===== config.mk =====
export PLATFORM = sky130hd
export DESIGN_NAME = vis_deframer
export DESIGN_NICKNAME = d
export VERILOG_FILES = /design/src/rtl/vis_deframer.sv
export SDC_FILE = /design/constraint.sdc
export NUM_CORES = 1
export LEC_CHECK = 0
export CAP_MARGIN = 20
export CELL_PAD_IN_SITES_DETAIL_PLACEMENT = 0
export CELL_PAD_IN_SITES_GLOBAL_PLACEMENT = 1
export CORE_UTILIZATION = 24
export DETAILED_ROUTE_END_ITERATION = 12
export PLACE_DENSITY_LB_ADDON = 0.1
export SLEW_MARGIN = 10
export SYNTH_ARGS = -nofsm -noshare
export SYNTH_HDL_FRONTEND = slang
export SYNTH_SLANG_ARGS = --single-unit

===== constraint.sdc =====
create_clock -name clock -period 6.7 [get_ports clock]
set_clock_uncertainty 0.2 [all_clocks]
set_input_delay 1.34 -clock clock [delete_from_list [all_inputs] [get_ports clock]]
set_output_delay 1.34 -clock clock [all_outputs]
set_load 0.01 [all_outputs]

===== src/rtl/vis_deframer.sv =====
// Reassembles LSB-first byte beats into {revis, imvis} visibility words and
// checks each frame for short words and a word count other than FRAME_LEN.
module vis_deframer #(
  parameter int ACCUM     = 32,
  parameter int FRAME_LEN = 8,
  parameter int FCOUNT    = 16
) (
  input  logic              clock,
  input  logic              areset_n,
  input  logic              s_tvalid,
  output logic              s_tready,
  input  logic              s_tkeep,
  input  logic              s_tlast,
  input  logic [7:0]        s_tdata,
  output logic              m_tvalid,
  input  logic              m_tready,
  output logic              m_tfirst,
  output logic              m_tlast,
  output logic [ACCUM-1:0]  m_revis,
  output logic [ACCUM-1:0]  m_imvis,
  output logic              err_short_o,
  output logic              err_len_o,
  output logic [FCOUNT-1:0] frames_o
);

  localparam int BYTES = 2 * ACCUM / 8;
  localparam int BW    = (BYTES > 1) ? $clog2(BYTES) : 1;
  localparam int WW    = $clog2(FRAME_LEN + 1);
  localparam int SW    = 8 * (BYTES - 1);
  localparam logic [BW-1:0] BLAST = BW'(BYTES - 1);
  localparam logic [WW-1:0] WLEN  = WW'(FRAME_LEN);

  logic [BW-1:0] bcnt;
  logic [WW-1:0] wcnt;
  logic [WW-1:0] words;
  logic [SW-1:0] sreg;
  logic          first_flag;
  logic          over;
  logic          accept;
  logic          data_beat;
  logic          complete;
  logic          short_err;
  logic          drop_last;
  logic          frame_end;

  // Only the completing byte can stall; partial bytes never depend on the output.
  assign s_tready  = (bcnt != BLAST) || !m_tvalid || m_tready;
  assign accept    = s_tvalid && s_tready;
  assign data_beat = accept && s_tkeep;
  assign complete  = data_beat && (bcnt == BLAST);
  assign drop_last = accept && !s_tkeep && s_tlast && (bcnt == '0);
  assign short_err = (data_beat && s_tlast && (bcnt != BLAST)) ||
                     (accept && !s_tkeep && s_tlast && (bcnt != '0));
  assign frame_end = (complete && s_tlast) || drop_last;
  // Words in the frame including the one completing on this edge, if any.
  assign words     = wcnt + (complete ? WW'(1) : WW'(0));

  always_ff @(posedge clock or negedge areset_n) begin
    if (!areset_n) begin
      bcnt        <= '0;
      wcnt        <= '0;
      sreg        <= '0;
      first_flag  <= 1'b1;
      over        <= 1'b0;
      m_tvalid    <= 1'b0;
      m_tfirst    <= 1'b0;
      m_tlast     <= 1'b0;
      m_revis     <= '0;
      m_imvis     <= '0;
      err_short_o <= 1'b0;
      err_len_o   <= 1'b0;
      frames_o    <= '0;
    end else begin
      err_short_o <= 1'b0;
      err_len_o   <= 1'b0;

      if (m_tvalid && m_tready) m_tvalid <= 1'b0;

      if (data_beat && !complete) begin
        sreg <= SW'({s_tdata, sreg} >> 8);
        bcnt <= bcnt + BW'(1);
      end

      if (complete) begin
        bcnt                <= '0;
        m_tvalid            <= 1'b1;
        {m_revis, m_imvis}  <= {s_tdata, sreg};
        m_tfirst            <= first_flag;
        m_tlast             <= s_tlast;
        first_flag          <= s_tlast;
      end

      if (short_err) begin
        bcnt        <= '0;
        wcnt        <= '0;
        over        <= 1'b0;
        first_flag  <= 1'b1;
        err_short_o <= 1'b1;
      end else if (frame_end) begin
        // An overlong frame already reported its error; its tlast stays silent.
        if (!over) begin
          if (words == WLEN) frames_o  <= frames_o + FCOUNT'(1);
          else               err_len_o <= 1'b1;
        end
        wcnt       <= '0;
        over       <= 1'b0;
        first_flag <= 1'b1;
      end else if (complete) begin
        if (wcnt == WLEN) begin
          if (!over) begin
            err_len_o <= 1'b1;
            over      <= 1'b1;
          end
        end else begin
          wcnt <= wcnt + WW'(1);
        end
      end
    end
  end

endmodule


; ---- Yosys cells after proc, flatten, opt, wreduce, memory -nomap -nowiden
; Index checks and enable logic that the tools add are counted.
; Widths: inputs -> output; s select.
[totals]
register_bits = 150
in_bits = 14
out_inout_bits = 86
word_cells = 77
[op_classes]
add_sub_neg = 4
eq_ne = 5
muxes = 25
bitwise = 2
reduce_logical = 28
[ops]
columns = cell, n
row1 = $mux 1, 18
row2 = $add 16x1->16 const B, 1
row3 = $mux 4, 4
row4 = $logic_and 1x1->1, 12
row5 = $reduce_bool 3->1, 4
row6 = $mux 3, 3
row7 = $eq 4x4->1 const B, 2
row8 = $ne 3x3->1 const B, 2
row9 = $add 4x1->4, 1
row10 = $add 4x1->4 const B, 1
row11 = $logic_or 1x1->1, 4
row12 = $reduce_and 2->1, 2
row13 = $reduce_and 4->1, 1
row14 = $add 3x1->3 const B, 1
row15 = $eq 3x3->1 const B, 1
row16 = $logic_not 1->1, 3
row17 = $logic_not 3->1, 1
row18 = $not 1->1, 2
row19 = $reduce_bool 2->1, 1

; ---- Logic depth before layout (Yosys ltp)
; Gate-level depths: netlist of run 1.
[logic_depth]
word_depth = 13
depth_mapped = 14
mapped_depth_nobuf = 11

; ---- Worst setup path after synthesis of run 1
; No wires, ideal clock.
[synth_path]
kind = input port to flip-flop
startpoint = input s_tkeep
endpoint = register frames_o[3]
setup_time_ns = 0.127
arrival_ns = 4.019
t_required_ns = 6.373
slack_ns = 2.354
path_stages = 12
path_buffers = 3
cell_sequence = and2_2 -> nand3_1 -> inv_1 -> clkbuf_1 -> clkbuf_1 -> ha_1 -> ha_1 -> or3_4 -> a2111oi_4 -> buf_6 -> nand4_1 -> xnor2_1
[synth_between]
word_cells_on_any_way = 17
[synth_lines]
columns = item, line
row1 = "start, declared", 12  ; input logic s_tkeep,
row2 = $logic_and 1x1->1 *, 49  ; assign data_beat = accept && s_tkeep;
row3 = $logic_and 1x1->1 *, 50  ; assign complete = data_beat && (bcnt == BLAST);
row4 = via complete, 41  ; logic complete;
row5 = $mux 1, 56  ; assign words = wcnt + (complete ? WW'(1) : WW'(0));
row6 = $add 4x1->4, 56
row7 = $eq 4x4->1, 102  ; if (words == WLEN) frames_o <= frames_o + FCOUNT'(1);
row8 = $reduce_and 4->1 (no line) *, --
row9 = "end signal, assigned", 102
row10 = "end, declared", 23  ; output logic [FCOUNT-1:0] frames_o
; Mark *: on every way through the listed nets, which the timed path passes. The rest lies on a longest branch.
; A chain may end at the register's enable or synchronous reset.

; ---- Worst setup path after layout of run 1
[layout_path]
startpoint = input s_tkeep
endpoint = register frames_o[1]
[layout_between]
elab_chain_len = 7
word_cells_on_any_way = 17
[layout_rtl]
columns = item
row1 = "parallel branches: the longest is 6 deep, another holds $add 4x1->4"
row2 = $reduce_and 4->1 (no line) *
; Every way passes the cells marked *.

==> flow_summary_export.csv, run 1 <==
group,metric,value,unit
clock_tree,cts_setup_buffers,0,
critical_path,path_delay_family,"compound AO/OA/AOI/OAI gates",
finish,n_antenna_cell,0,
logic_synthesis,syn_area,5970,sq um
timing,period_share,0.633,
clock_tree,cts_made_buffers,17,
logic_synthesis,yosys.area.top_type,"dfrtp_1",
logic_synthesis,synth_top_area_frac,0.625,
logic_synthesis,ys_warn_count,0,
floorplan,die_w,160,microns
finish,fin_cells,1080,
power_and_ir_drop,p_leak,3.98,nW
timing,worst_slew_pin_slew,0.929,ns
timing,rsz0062_at_grt,"no",
power_and_ir_drop,pwr-share-comb,0.125,
logic_synthesis,ys_top_cells_by_count,"377 x nand2_1, 149 x dfrtp_1, 24 x clkbuf_1",
global_routing,grt_pass1_wl,26.0,mm
flow_run,cap_violations,0,
finish,design_area,7890,sq um
critical_path,max_stage_delay,0.86,ns
critical_path,crit_fanout,16,
logic_synthesis,synth-seq-cells,150,
global_routing,track_usage,0.130,
global_routing,grt-ovfl-total,0,
power_and_ir_drop,cellPowerDensity,300,nW/um^2
logic_synthesis,ys_types,34,
critical_path,reg2reg_slack,3.22,ns
logic_synthesis,synth_seq_area_share,0.629,
hold_path,hold_class,"flop to flop",
drt,drt_iter0_drc,199,
critical_path,path_depth,10,
clock_tree,numClockSinks,150,
clock_tree,clock-root-buffer,"clkbuf_16",
critical_path,cp.arrival,4.35,ns
global_routing,antenna_found_initial,0,
critical_path,path_class,"input pin to flop",
floorplan,die-area,25500,sq um
logic_synthesis,synthTopCellsByArea,"dfrtp_1 62%, nand2_1 24%, xnor2_1 2.3%",
clock_tree,htreeDepth,4,
logic_synthesis,syn-num-nets,670,
logic_synthesis,synth-main-ff-cell,"dfrtp_1",
timing,period_needed,4.24,ns
outcome,status,"completed",
drt,drtAntennaViolNets,0,
timing,finalSetupTns,0,ns
finish,drive_above_1_share,0.0648,
critical_path,slowest_stage,"a2111oi_4",
drt,via_count,4502,
floorplan,die_h,160,microns
clock_tree,clk_latency,0.42,ns
timing,whs,0.270,ns
floorplan,ios,100,
drt,wl_per_cell,14.3,microns
power_and_ir_drop,p_seq_frac,0.475,
power_and_ir_drop,peakVddDrop,132,uV
drt,drcViolationCount,0,
logic_synthesis,synth.most_common_cell,"nand2_1",
critical_path,path_cells,"clkdlybuf4s50_1, and2_2, nand3_4, inv_2, ha_1, ha_1, xor2_1, or3_4, a2111oi_4, mux2_2",
hold_path,hold_depth,2,
drt,firstDrtPassIters,4,
clock_tree,clkTransAtPathRegs,0.06,ns
floorplan,initial_utilization,0.245,
finish,final_net_count,765,
logic_synthesis,synth-edff-count,0,
finish,area_growth,32.2,%
placed_design,gp_congestion,0.737,
timing,setup_viol_count_final,0,
critical_path,critPathBufInv,2,
placed_design,dp_hpwl,9.60,mm
floorplan,row_count,57,
critical_path,crit_path_start_kind,"input pin",
critical_path,worst_setup_path_end_kind,"flop",
placed_design,io_buffers,99,
logic_synthesis,avgSynthCellArea,9.21,sq um
power_and_ir_drop,power_switching,642,uW
timing,maxSlewViolCount,0,
critical_path,worstPathRequired,6.81,ns
power_and_ir_drop,clkPwrFrac,0.399,
floorplan,core_area,24300,sq um
finish,fillers,2527,
placed_design,dpl_cell_area,7300,sq um
clock_tree,postCtsHoldBufs,0,
logic_synthesis,async_flop_share,1.00,
power_and_ir_drop,netSwitchingFraction,0.272,
logic_synthesis,synthesis.instances,648,
drt,avgViaCountPerCell,4.17,
critical_path,crit_top_cell,"ha_1",
clock_tree,cts_buffer_depth,2,
timing,relSlewSlack,0.381,
clock_tree,cts_tree,"built",
power_and_ir_drop,intPower,1.72,mW
global_routing,first_global_vias,4877,
timing,fmax,236,MHz
placed_design,placed_cells,1048,
critical_path,r2r.worst_path.cells,10,
drt,drt-total-wl,15.4,mm
timing,final_hold_viol_count,0,
clock_tree,cts_resized,0,
global_routing,grt_start_max_net_pins,74,
[state kept, by name, indices dropped and copies added (netlist names)]
signal,cells
m_tlast,1
first_flag,1
over,1
m_imvis,32
sreg,56
m_revis,32
wcnt,4
bcnt,3
frames_o,16
m_tvalid,1
err_short_o,1
m_tfirst,1
err_len_o,1
[power groups by stage]
stage / logic [mW] / clock network (mW) / registers (mW)
after global placement: 0.300 / 0 / 1.14
after global routing: 0.341 / 1.01 / 1.14
final: 0.296 / 0.943 / 1.12
after detailed placement: 0.302 / 0 / 1.14
after floorplan: 0.129 / 0 / 1.13
after CTS: 0.305 / 0.977 / 1.13
[stage by stage]
step	util	total power [mW]	worst slack [ns]
after CTS	0.324	2.41	2.48
after floorplan	-	1.26	2.35
after global placement	0.300	1.44	2.11
after detailed placement	0.300	1.45	2.03
final	0.324	2.36	2.46
after global routing	0.324	2.50	2.28
[metal layers]
layer	share of wire	GRT usage	up-vias
li1	-	-	2211
met1	0.46	0.162	2184
met2	0.49	0.217	89
met3	0.040	0.0358	18
met4	0.013	0.0437	0
met5	0	0	-
[path summary, 6_finish.rpt]
check | from | end
setup reg to reg | bcnt[0]$_DFFE_PN0P_ | frames_o[1]$_DFFE_PN0P_
hold reg to reg | sreg[3]$_DFFE_PN0P_ | m_imvis[3]$_DFFE_PN0N_
max in group asynchronous | areset_n | m_revis[9]$_DFFE_PN0N_
hold / removal | sreg[3]$_DFFE_PN0P_ | m_imvis[3]$_DFFE_PN0N_
setup / recovery | s_tkeep | frames_o[1]$_DFFE_PN0P_
min in group asynchronous | areset_n | frames_o[12]$_DFFE_PN0P_
[logic make-up after synthesis]
logic type,synth area share
fa+ha+maj,0.0168
simple gates,0.283
mux,0.00356
xor+xnor,0.0293
compound gates,0.0134
buf+inv,0.0245
flops,0.629
[worst min-delay path: cells and delay by family (launching register included)]
family / cells / cell delay, ns
flip-flops: 1 / 0.34
AND/OR/NAND/NOR: 2 / 0.10
[cell usage in the layout (no fill, tap or decap), drive strengths merged, types with 7 or more instances in the layout]
master         count
inv                9
clkbuf            20
nand2            377
clkdlybuf4s50     98
xnor2             16
buf                7
dfrtp            149
nor2               8
nand4             11
nand3             11
ha                 8
[area by class of cell]
type                    instances  area (sq um)  area share
well taps                     324           405      0.0514
multi-input cells             463          2080       0.264
repair buffers                105          1040       0.132
clock buffers                  20           467      0.0592
flip-flops and latches        150          3750       0.476
inverters                       6          22.5     0.00286
clock inverters                12           118      0.0149
(Power assumes the default switching activity.)
==> run 2: changes to the inputs <==
==> constraint.sdc (replaced) <==
create_clock -name clock -period 3.6 [get_ports clock]
set_clock_uncertainty 0.2 [all_clocks]
set_input_delay 0.72 -clock clock [delete_from_list [all_inputs] [get_ports clock]]
set_output_delay 0.72 -clock clock [all_outputs]
set_load 0.01 [all_outputs]
==> run 2 against run 1 <==
Compared with the run above: wire length fell by 1.6%; global-route usage fell by 0.10 points; die area did not move; utilization rose by 0.42 points; setup slack got worse by 1.9 ns; non-clock buffer count rose by 4; via count fell by 0.13%; largest cell class unchanged; first-iteration DRC count rose by 40%.
==> flow_summary_export.csv, run 2 (synthesis gave the netlist of run 1 again) <==
group,metric,value,unit
finish,drive_above_1_share,0.0684,
placed_design,placed_cells,1052,
placed_design,place_ws,0.0953,ns
clock_tree,postCtsHoldBufs,0,
drt,via_count,4496,
global_routing,grt_pass1_wl,25.8,mm
power_and_ir_drop,peakVddDrop,236,uV
timing,final_hold_viol_count,0,
timing,setup_viol_count_final,0,
floorplan,ios,100,
timing,whs,0.0875,ns
timing,worst_slew_pin_slew,0.782,ns
finish,layout_commonest_cell,"nand2_1",
global_routing,track_usage,0.129,
finish,largest_registers,"sreg (56), m_imvis (32), m_revis (32)",
global_routing,antenna_found_initial,0,
placed_design,gp_congestion,0.726,
clock_tree,cts_buffer_depth,2,
drt,drcViolationCount,0,
finish,top_register,"sreg",
timing,fmax,326,MHz
critical_path,path_class,"flop to output port",
finish,design_area,7990,sq um
timing,finalSetupTns,0,ns
drt,wl_per_cell,14.0,microns
power_and_ir_drop,p_leak,4.03,nW
clock_tree,cts_made_buffers,17,
critical_path,worst_setup_path_end_kind,"output port",
flow_run,cap_violations,0,
floorplan,die_w,160,microns
drt,drt-total-wl,15.2,mm
timing,relSlewSlack,0.479,
placed_design,io_buffers,99,
timing,period_needed,3.07,ns
drt,drtAntennaViolNets,0,
timing,period_share,0.852,
clock_tree,clock-root-buffer,"clkbuf_16",
finish,fin_util,0.328,
clock_tree,cts_tree,"built",
placed_design,dp_hpwl,9.63,mm
clock_tree,clk_latency,0.42,ns
critical_path,crit_fanout,5,
finish,n_antenna_cell,0,
drt,avgViaCountPerCell,4.15,
clock_tree,cts_setup_buffers,0,
floorplan,die-area,25500,sq um
global_routing,grt_start_max_net_pins,74,
floorplan,initial_utilization,0.245,
clock_tree,clkTransAtPathRegs,0.06,ns
placed_design,dpl_cell_area,7370,sq um
critical_path,cp.arrival,2.15,ns
clock_tree,htreeDepth,4,
drt,drt_iter0_drc,278,
power_and_ir_drop,power,4.51,mW
floorplan,core_area,24300,sq um
timing,fin_ws,0.532,ns
finish,area_growth,33.9,%
timing,rsz0062_at_grt,"no",
global_routing,grt-ovfl-total,0,
finish,fin_cells,1084,
finish,largest_reg_flops,56,
critical_path,crit_path_start_kind,"flop",
timing,maxSlewViolCount,0,
critical_path,worstPathRequired,2.68,ns
clock_tree,numClockSinks,150,
clock_tree,cts_resized,0,
finish,final_cell_mix,"377 x nand2_1, 149 x dfrtp_1, 98 x clkdlybuf4s50_1",
hold_path,hold_class,"input pin to async pin",
global_routing,first_global_vias,4849,
outcome,status,"completed",
floorplan,row_count,57,
finish,final_net_count,769,
power_and_ir_drop,cellPowerDensity,564,nW/um^2
floorplan,die_h,160,microns
drt,firstDrtPassIters,4,
==> run 2: final timing paths <==
check,startpoint,to,slack [ns],cells past startpoint
max,bcnt[0]$_DFFE_PN0P_,s_tready,0.53,4
min,areset_n,m_imvis[27]$_DFFE_PN0N_,0.09,1
max reg2reg,bcnt[0]$_DFFE_PN0P_,frames_o[1]$_DFFE_PN0P_,0.59,11
min reg2reg,m_revis[12]$_DFFE_PN0N_,m_revis[12]$_DFFE_PN0N_,0.27,2
max in group asynchronous,areset_n,m_imvis[19]$_DFFE_PN0N_,2.28,2
min in group clock,m_revis[12]$_DFFE_PN0N_,m_revis[12]$_DFFE_PN0N_,0.27,2
==> run 2: metal layers <==
layer  track usage  routed length, microns
met1         0.165                    7240
met2         0.212                    7190
met3        0.0314                     561
met4        0.0476                     200
met5             0                       0
==> run 2: area by class of cell <==
cell class                      count  area (sq um)
Clock buffer                       21           470
Clock inverter                     11           148
Fill cell                        2512         16300
Inverter                            6          22.5
Multi-Input combinational cell    463          2080
Sequential cell                   150          3750
Tap cell                          324           405
Timing Repair Buffer              109          1100
==> run 2: worst max-delay path: stages (launching register included) <==
cell and delay, ns:
dfrtp_1 0.40, ha_1 0.22, ha_1 0.28, nand3b_1 0.24
clkdlybuf4s50_1 0.58
==> run 2: power breakdown <==
part           switching (mW)  total, mW  internal (mW)
Combinational           0.281      0.557          0.275
Clock                   0.716       1.86           1.15
Sequential              0.168       2.09           1.92
Total                    1.17       4.51           3.34
==> run 3: changes to the inputs <==
==> constraint.sdc (replaced) <==
create_clock -name clock -period 3.6 [get_ports clock]
set_clock_uncertainty 0.2 [all_clocks]
set_input_delay 0.72 -clock clock [delete_from_list [all_inputs] [get_ports clock]]
set_output_delay 0.72 -clock clock [all_outputs]
set_load 0.1 [all_outputs]
==> run 3 against run 2 <==
Compared with the run above: sequential share of layout area rose by 1.6 points; design area fell by 3.2%; count of clock-buffer cells in the layout rose by 1; cell count rose by 0.18%; hold slack improved by 0.068 ns; register-to-register slack barely moved; critical endpoint is now frames_o[1]$_DFFE_PN0P_.
==> flow_summary_export.csv, run 3 (synthesis gave the netlist of run 1 again) <==
group,metric,value,unit
clock_tree,clock-root-buffer,"clkbuf_16",
critical_path,r2r-start,"bcnt[0]$_DFFE_PN0P_",
power_and_ir_drop,p_leak,4.18,nW
clock_tree,clkTransAtPathRegs,0.07,ns
drt,firstDrtPassIters,4,
global_routing,track_usage,0.131,
power_and_ir_drop,intPower,3.17,mW
drt,via_count,4548,
flow_run,cap_violations,0,
clock_tree,cts_resized,0,
hold_path,hold_class,"input pin to async pin",
timing,finalSetupTns,0,ns
floorplan,die_h,160,microns
timing,period_share,0.855,
finish,drive_above_1_share,0.184,
critical_path,r2r_end,"frames_o[1]$_DFFE_PN0P_",
clock_tree,cts_setup_buffers,0,
finish,final_cell_mix,"377 x nand2_1, 148 x dfrtp_1, 96 x buf_4",
drt,wl_met2,7.34,mm
drt,routed.top_layer,"met4",
timing,period_needed,3.08,ns
clock_tree,cts_made_buffers,17,
drt,avgViaCountPerCell,4.19,
finish,n_antenna_cell,0,
power_and_ir_drop,netSwitchingFraction,0.357,
critical_path,worstPathRequired,3.71,ns
clock_tree,postCtsHoldBufs,0,
drt,wl_per_cell,14.2,microns
critical_path,worst_setup_path_end_kind,"flop",
timing,final_hold_viol_count,0,
finish,largest_reg_flops,56,
power_and_ir_drop,p_seq_frac,0.425,
drt,met3_length,516,microns
global_routing,first_global_vias,4929,
global_routing,antenna_found_initial,0,
floorplan,die-area,25500,sq um
power_and_ir_drop,peakVddDrop,261,uV
global_routing,grt_start_max_net_pins,78,
timing,rsz0062_at_grt,"no",
timing,maxSlewViolCount,0,
timing,fmax,325,MHz
power_and_ir_drop,clkPwrFrac,0.351,
global_routing,grt-ovfl-total,0,
critical_path,reg2reg_slack,0.60,ns
timing,relSlewSlack,0.466,
finish,fillers,2577,
power_and_ir_drop,pwr-share-comb,0.224,
global_routing,grt_pass1_wl,26.4,mm
timing,setup_viol_count_final,0,
critical_path,crit_path_start_kind,"input pin",
clock_tree,clk_latency,0.42,ns
outcome,status,"completed",
critical_path,cp.arrival,3.19,ns
floorplan,ios,100,
power_and_ir_drop,cellPowerDensity,638,nW/um^2
finish,largest_registers,"sreg (56), m_imvis (32), m_revis (32)",
floorplan,row_count,57,
critical_path,r2r.worst_path.cells,11,
critical_path,path_class,"input pin to flop",
floorplan,die_w,160,microns
floorplan,core_area,24300,sq um
critical_path,crit_fanout,16,
power_and_ir_drop,power_switching,1.76,mW
placed_design,gp_congestion,0.714,
drt,drcViolationCount,0,
drt,wl_met1,7.39,mm
timing,worst_slew_pin_slew,0.800,ns
power_and_ir_drop,power,4.93,mW
finish,top_register,"sreg",
drt,drt-total-wl,15.4,mm
drt,drt_iter0_drc,217,
placed_design,io_buffers,99,
clock_tree,cts_buffer_depth,2,
clock_tree,htreeDepth,4,
clock_tree,numClockSinks,150,
clock_tree,cts_tree,"built",
floorplan,initial_utilization,0.245,
finish,layout_commonest_cell,"nand2_1",
finish,final_net_count,771,
finish,area_growth,29.5,%
drt,drtAntennaViolNets,0,
placed_design,dp_hpwl,9.79,mm
-- run 3: changes by cell type in the layout (fill, tap and decap cells not counted) --
cell	change
dfrtp_1	-1
clkdlybuf4s50_1	-86
dfrtp_2	+1
inv_6	+1
buf_4	+89
clkbuf_1	+1
buf_12	-1
bufinv_16	-2
-- run 3: per-stage QoR --
| stage | std cells | util | setup slack, ns | hold slack, ns | area (sq um) |
|---|---|---|---|---|---|
| detailed placement | 1054 | 0.294 | 0.0765 | 0.265 | 7160 |
| finish | 1086 | 0.318 | 0.522 | 0.156 | 7730 |
| global route | 1086 | 0.318 | 0.444 | 0.210 | 7730 |
| global placement | 1054 | 0.294 | 0.138 | 0.261 | 7160 |
| CTS | 1086 | 0.318 | 0.530 | 0.169 | 7730 |
| floorplan | 648 | - | 0.0255 | 0.224 | 5970 |
-- run 3: worst max-delay path, stage by stage --
cell and delay, ns:
clkdlybuf4s50_1 0.45, nand2b_1 0.21, nand3_4 0.11, inv_2 0.04
ha_1 0.19, ha_1 0.19, xor2_1 0.15, or3_4 0.35
a2111oi_4 0.25, buf_12 0.19, mux2_2 0.33
-- run 3: layer usage --
layer | global-route usage | vias up
met5 | 0 | -
met4 | 0.0354 | 0
met3 | 0.0343 | 8
met2 | 0.215 | 69
met1 | 0.170 | 2255
li1 | - | 2216
-- run 3: worst max-delay path by stage --
stage	start	endpoint	depth (start not counted)
2_1_floorplan	s_tkeep	frames_o[3]$_DFFE_PN0P_	12
3_3_place_gp	s_tkeep	frames_o[1]$_DFFE_PN0P_	11
3_5_place_dp	m_tready	frames_o[1]$_DFFE_PN0P_	11
4_1_cts	s_tkeep	frames_o[1]$_DFFE_PN0P_	11
5_1_grt	m_tready	frames_o[1]$_DFFE_PN0P_	11
6_report	m_tready	frames_o[1]$_DFFE_PN0P_	11
-- run 3: layout make-up --
type / count / area, sq um / share of cell area
Tap cell: 324 / 405 / 0.0524
Inverter: 6 / 22.5 / 0.00291
Clock inverter: 10 / 96.3 / 0.0125
Clock buffer: 22 / 474 / 0.0613
Sequential cell: 150 / 3760 / 0.486
Timing Repair Buffer: 111 / 892 / 0.115
Multi-Input combinational cell: 463 / 2080 / 0.270
-- run 3: power groups by stage --
| stage | clock network (mW) | logic [mW] | registers (mW) |
|---|---|---|---|
| floorplan | 0 | 0.243 | 2.68 |
| global placement | 0 | 1.11 | 2.12 |
| detailed placement | 0 | 1.12 | 2.13 |
| CTS | 1.80 | 1.12 | 2.10 |
| global route | 1.88 | 1.19 | 2.13 |
| finish | 1.73 | 1.11 | 2.09 |
